File: src/rtl/bram_arb_pkg.sv
// Shared types and helpers for the BRAM port arbiter.
// Pointer type is sized for the largest supported requester count.
package bram_arb_pkg;

    localparam int unsigned MaxNumReq = 16;

    typedef logic [$clog2(MaxNumReq)-1:0] rr_ptr_t;

    // Round-robin successor of the granted index, wrapping at n.
    function automatic rr_ptr_t next_ptr(input rr_ptr_t g, input int unsigned n);
        if (32'(g) + 32'd1 >= n) begin
            next_ptr = '0;
        end else begin
            next_ptr = g + rr_ptr_t'(1);
        end
    endfunction

endpackage

File: src/rtl/bram_arb_rr_picker.sv
// Combinational grant picker: first eligible index scanning upward from the pointer.
// BRAM_ARB_FIXED_PRIO_EN makes the scan always start at index 0.
module bram_arb_rr_picker
    import bram_arb_pkg::*;
#(
    parameter int NumReq = 2
) (
    input  logic [NumReq-1:0] eligible_i,
    input  rr_ptr_t           ptr_i,
    output logic [NumReq-1:0] gnt_oh_o,
    output rr_ptr_t           gnt_idx_o,
    output logic              gnt_any_o
);

    rr_ptr_t w_base;

`ifdef BRAM_ARB_FIXED_PRIO_EN
    assign w_base = '0;
`else
    assign w_base = ptr_i;
`endif

    // Scanning offsets from high to low lets the lowest offset override.
    always_comb begin
        gnt_oh_o  = '0;
        gnt_idx_o = '0;
        gnt_any_o = 1'b0;
        for (int s = 0; s < NumReq; s++) begin
            if (w_base == rr_ptr_t'(s)) begin
                for (int k = NumReq - 1; k >= 0; k--) begin
                    if (eligible_i[(s + k) % NumReq]) begin
                        gnt_oh_o                     = '0;
                        gnt_oh_o[(s + k) % NumReq]   = 1'b1;
                        gnt_idx_o                    = rr_ptr_t'((s + k) % NumReq);
                        gnt_any_o                    = 1'b1;
                    end
                end
            end
        end
    end

endmodule

File: src/rtl/bram_port_arbiter.sv
// Shares one single-port BRAM between NumReq requesters with per-requester response buffers.
// Define BRAM_ARB_FIXED_PRIO_EN for fixed priority (lowest index wins) instead of round-robin.
module bram_port_arbiter
    import bram_arb_pkg::*;
#(
    parameter int NumReq        = 2,
    parameter int DataWidth     = 64,
    parameter int BramAddrWidth = 12
) (
    input  logic                              clk_i,
    input  logic                              rst_ni,
    input  logic [NumReq-1:0]                 req_valid_i,
    output logic [NumReq-1:0]                 req_ready_o,
    input  logic [NumReq*BramAddrWidth-1:0]   req_addr_i,
    input  logic [NumReq*DataWidth/8-1:0]     req_we_i,
    input  logic [NumReq*DataWidth-1:0]       req_wdata_i,
    output logic [NumReq-1:0]                 rsp_valid_o,
    input  logic [NumReq-1:0]                 rsp_ready_i,
    output logic [NumReq*DataWidth-1:0]       rsp_rdata_o,
    output logic                              bram_en,
    output logic [DataWidth/8-1:0]            bram_we,
    output logic [BramAddrWidth-1:0]          bram_addr,
    output logic [DataWidth-1:0]              bram_wrdata,
    input  logic [DataWidth-1:0]              bram_rddata
);

    localparam int StrbW = DataWidth / 8;

    logic [NumReq-1:0]    r_rsp_valid;
    logic [NumReq-1:0]    r_fresh;
    logic [DataWidth-1:0] r_buf [NumReq];

    logic [NumReq-1:0]    w_eligible;
    logic [NumReq-1:0]    w_gnt_oh;
    logic                 w_gnt_any;
    rr_ptr_t              w_gnt_idx;
    rr_ptr_t              w_ptr;

    // A requester may re-issue in the same cycle its pending response is consumed.
    assign w_eligible = req_valid_i & (~r_rsp_valid | rsp_ready_i);

    bram_arb_rr_picker #(
        .NumReq (NumReq)
    ) u_picker (
        .eligible_i (w_eligible),
        .ptr_i      (w_ptr),
        .gnt_oh_o   (w_gnt_oh),
        .gnt_idx_o  (w_gnt_idx),
        .gnt_any_o  (w_gnt_any)
    );

`ifdef BRAM_ARB_FIXED_PRIO_EN
    assign w_ptr = '0;
`else
    rr_ptr_t r_ptr;

    always_ff @(posedge clk_i or negedge rst_ni) begin
        if (!rst_ni) begin
            r_ptr <= '0;
        end else if (w_gnt_any) begin
            r_ptr <= next_ptr(w_gnt_idx, NumReq);
        end
    end

    assign w_ptr = r_ptr;
`endif

    assign req_ready_o = rst_ni ? w_gnt_oh : '0;
    assign bram_en     = rst_ni & w_gnt_any;
    assign rsp_valid_o = r_rsp_valid;

    always_comb begin
        bram_we     = '0;
        bram_addr   = '0;
        bram_wrdata = '0;
        for (int i = 0; i < NumReq; i++) begin
            if (w_gnt_oh[i]) begin
                bram_we     = req_we_i[i*StrbW +: StrbW];
                bram_addr   = req_addr_i[i*BramAddrWidth +: BramAddrWidth];
                bram_wrdata = req_wdata_i[i*DataWidth +: DataWidth];
            end
        end
    end

    // r_fresh marks the cycle right after a grant, when read data is bypassed
    // from the BRAM; if not consumed then, it is captured into r_buf.
    always_ff @(posedge clk_i or negedge rst_ni) begin
        if (!rst_ni) begin
            r_rsp_valid <= '0;
            r_fresh     <= '0;
            for (int i = 0; i < NumReq; i++) begin
                r_buf[i] <= '0;
            end
        end else begin
            for (int i = 0; i < NumReq; i++) begin
                if (w_gnt_oh[i]) begin
                    r_rsp_valid[i] <= 1'b1;
                    r_fresh[i]     <= 1'b1;
                    r_buf[i]       <= '0;
                end else if (r_rsp_valid[i] && rsp_ready_i[i]) begin
                    r_rsp_valid[i] <= 1'b0;
                    r_fresh[i]     <= 1'b0;
                end else if (r_fresh[i]) begin
                    r_buf[i]   <= bram_rddata;
                    r_fresh[i] <= 1'b0;
                end
            end
        end
    end

    always_comb begin
        rsp_rdata_o = '0;
        for (int i = 0; i < NumReq; i++) begin
            rsp_rdata_o[i*DataWidth +: DataWidth] = r_fresh[i] ? bram_rddata : r_buf[i];
        end
    end

endmodule

File: config.mk
export PLATFORM = sky130hd
export DESIGN_NAME = bram_port_arbiter
export DESIGN_NICKNAME = d
export VERILOG_FILES = /design/src/rtl/bram_arb_pkg.sv /design/src/rtl/bram_arb_rr_picker.sv /design/src/rtl/bram_port_arbiter.sv
export SDC_FILE = /design/constraint.sdc
export NUM_CORES = 1
export LEC_CHECK = 0
export ABC_AREA = 0
export ABC_CLOCK_PERIOD_IN_PS = 2000
export BUFFER_PORTS_ARGS = -buffer_cell sky130_fd_sc_hd__buf_2
export CAP_MARGIN = 15
export CORE_AREA = 3 3 176 178
export CTS_CLUSTER_SIZE = 12
export DETAILED_ROUTE_END_ITERATION = 6
export DIE_AREA = 0 0 179 181
export REMOVE_ABC_BUFFERS = 1
export SYNTH_ARGS = -nofsm -noshare
export SYNTH_HDL_FRONTEND = slang
export SYNTH_SLANG_ARGS = --single-unit
File: constraint.sdc
create_clock -name clk_i -period 2 [get_ports clk_i]
set_input_delay 0 -clock clk_i [delete_from_list [all_inputs] [get_ports clk_i]]
set_output_delay 0 -clock clk_i [all_outputs]
set_load 0.02 [all_outputs]
==> results.yml <==
pwr:
  switching_share_pct: 39.75
  total_power_mw: 12.41
  powerDensity_nw_per_um2: 1035
  p_seq_share_pct: 28.2
  irDropWorstVdd_v: 0.0005185
  netSwitchingPower_mw: 4.933
  intPower_mw: 7.477
  clockPowerShare_pct: 25.7
  p_comb_share_pct: 46.0
  leakage_nw: 6.004
synth:
  ys_top_cells_by_count: "dfrtp_1 (133), nand2_1 (131), a21oi_1 (129)"
  ys_seq_elements: 133
  ys_top_cells_by_area: "dfrtp_1 (43%), mux2_2 (19%), a22o_1 (9.5%)"
  yosysMostFrequentCell: "dfrtp_1"
  seq_area_frac_synth_pct: 42.96
  ys_async_sr_fraction_pct: 100.0
  synth_area_per_cell_um2: 9.301
  yosysUniqueCellTypes: 19
  synth_top_area_cell: "dfrtp_1"
  synth_top_area_share_pct: 42.96
  synth_edf_count: 0
  synth_cells: 833
  synth_warnings: 0
  syn_area_um2: 7747
  synth-main-ff-cell: "dfrtp_1"
timing:
  finalSetupTns_ns: -3.330
  min_period_over_period_pct: 103.1
  fmax_mhz: 485.1
  slew_viol_final: 0
  finClkSkew_ns: 0.01642
  relSlewSlack_pct: 42.67
  min_period_ns: 2.062
  finalWorstSetupSlack_ns: -0.06155
  worst_pin_slew_ns: 0.8599
  setup_viol: 79
  finalHoldViolCount: 0
  grt_setup_unrepaired: "true"
run_status:
  violations: "negative setup slack"
  status: "finished with violations"
floorplan:
  coreArea_um2: 29560
  fp.dieH_um: 181
  io_pins: 455
  die_width_um: 179
  dieArea_um2: 32400
  rows: 63
  start_util_pct: 26.21
global_route:
  grt_start_max_net_pins: 67
  grt_pass1_vias: 8486
  grt_overflow_total: 0
  track_usage_pct: 21.49
  antenna_found_initial: 5
  grt_pass1_wl_mm: 53.03
job:
  drv_cap: 0
route:
  wirelength_mm: 37.40
  vias_per_cell: 5.141
  drt_pass1_iterations: 5
  avgRoutedWirePerCell_um: 22.29
  dr.first_iter.drc_count: 649
  drc_errors: 0
  vias: 8626
  postRouteAntennaNets: 0
clock_network:
  clockBufferDepth: 2
  numCtsBuffers: 17
  root_buffer: "clkbuf_16"
  clkSinkCount: 133
  h-tree-depth: 4
  tritoncts: "yes"
  path_clk_slew_ns: 0.07
  clk_latency_ns: 0.42
critical_path:
  cp_data_arrival_time_ns: 2.06
  worstPathRequired_ns: 2.00
  crit_path_max_fanout: 12
  cp-start-kind: "flop"
  cp-end-kind: "output port"
  path_class: "reg2out"
final_layout:
  layout-drive-gt1-share_pct: 53.81
  fin_cells: 1678
  nets: 1511
  area.growth.synth_to_final_pct: 54.73
  n_fill_cell: 2985
placement:
  placedCellCount: 1619
  dp_hpwl_mm: 25.63
  gp_congestion: 0.9204
  portBuffers: 454
hold_path:
  hold_class: "in2reg"
-- state kept, by name, indices dropped and copies added (netlist names) --
name,flops
r_ptr,1
rsp_valid_o,2
r_fresh,2
r_buf,128
-- timing repair --
action                                 in CTS  in global routing
setup buffers                               9                  3
hold buffers                                3                  0
gates cloned                                5                  8
pin swaps                                   9                 24
setup endpoints to repair                  86                 85
gates resized for setup                    46                 88
endpoints found under the hold margin     135                  0
-- cell usage in the layout (no fill, tap or decap), types with 4 or more instances in the layout --
cell        Yosys  final
a21oi_1       129    129
a22o_1         84     67
a22o_4          0     17
buf_12          0     10
buf_2          31    401
buf_4           3     27
buf_6           0     57
clkbuf_16       0     22
clkinv_4        0      4
clkinvlp_4      0      4
dfrtp_1       133    129
dfrtp_2         0      4
mux2_2        128    128
nand2_1       131    129
nand3_1       128    128
-- through the flow --
step	cell area, um2	utilization (%)	hold WS (ns)	setup WS [ns]
2_1_floorplan	7371	-	-0.2956	-5.037
3_3_place_gp	10510	35.56	-0.02693	0.1222
3_5_place_dp	10510	35.56	-0.02814	0.07949
4_1_cts	11580	39.18	0.005498	-0.1162
5_1_grt	11990	40.55	0.02010	-0.1307
6_report	11990	40.55	0.03425	-0.06155
-- critical path, stage by stage, from the launching register on --
cell       delay, ns
dfrtp_2         0.41
nor2b_4         0.16
o311a_2         0.48
clkbuf_16       0.21
a22o_1          0.23
buf_2           0.15
-- logic make-up (layout without fill, tap and decap cells) --
group                  after synthesis  in the layout  share of synthesized area, %
buffers and inverters               89            541                         4.958
flip-flops                         133            133                         42.96
multiplexers                       128            128                         18.60
AND/OR/NAND/NOR                    266            266                         15.16
other                                0              2                             0
AO/OA/AOI/OAI                      217            218                         18.31
-- per-layer routing --
layer / vias to the layer above / GRT usage, % / wire length, um
met5: - / 0 / 59
met2: 362 / 37.91 / 19340
li1: 3909 / - / -
met4: 8 / 5.081 / 892
met1: 4293 / 26.11 / 14500
met3: 54 / 5.380 / 2604
-- worst paths after layout --
kind,startpoint,end,slack (ns),cells past startpoint
max,rsp_valid_o[1],bram_wrdata[40],-0.06,5
min,bram_rddata[9],r_buf[9],0.03,4
max reg2reg,rsp_valid_o[0],r_buf[79],0.13,6
min reg2reg,r_buf[67],r_buf[67],0.53,2
max in group asynchronous,rst_ni,r_buf[2],1.21,3
min in group asynchronous,rst_ni,r_buf[67],0.11,2
-- layout make-up --
class,instances,area [um2],area share [%]
Sequential cell,133,3333,27.81
Inverter,2,7.507,0.06262
Clock inverter,13,151.4,1.263
Timing Repair Buffer,507,3322,27.71
Antenna cell,2,5.005,0.04175
Clock buffer,19,442.9,3.695
Tap cell,390,488.0,4.071
Multi-Input combinational cell,612,4238,35.35
-- power by group through the flow --
stage / clock [mW] / combinational [mW] / sequential (mW)
6_report: 3.19 / 5.71 / 3.50
5_1_grt: 3.41 / 6.12 / 3.57
4_1_cts: 3.27 / 5.50 / 3.50
3_5_place_dp: 0 / 5.16 / 3.55
3_3_place_gp: 0 / 5.14 / 3.51
2_1_floorplan: 0 / 3.04 / 3.66
No activity file was read; power rests on OpenSTA's default activity.
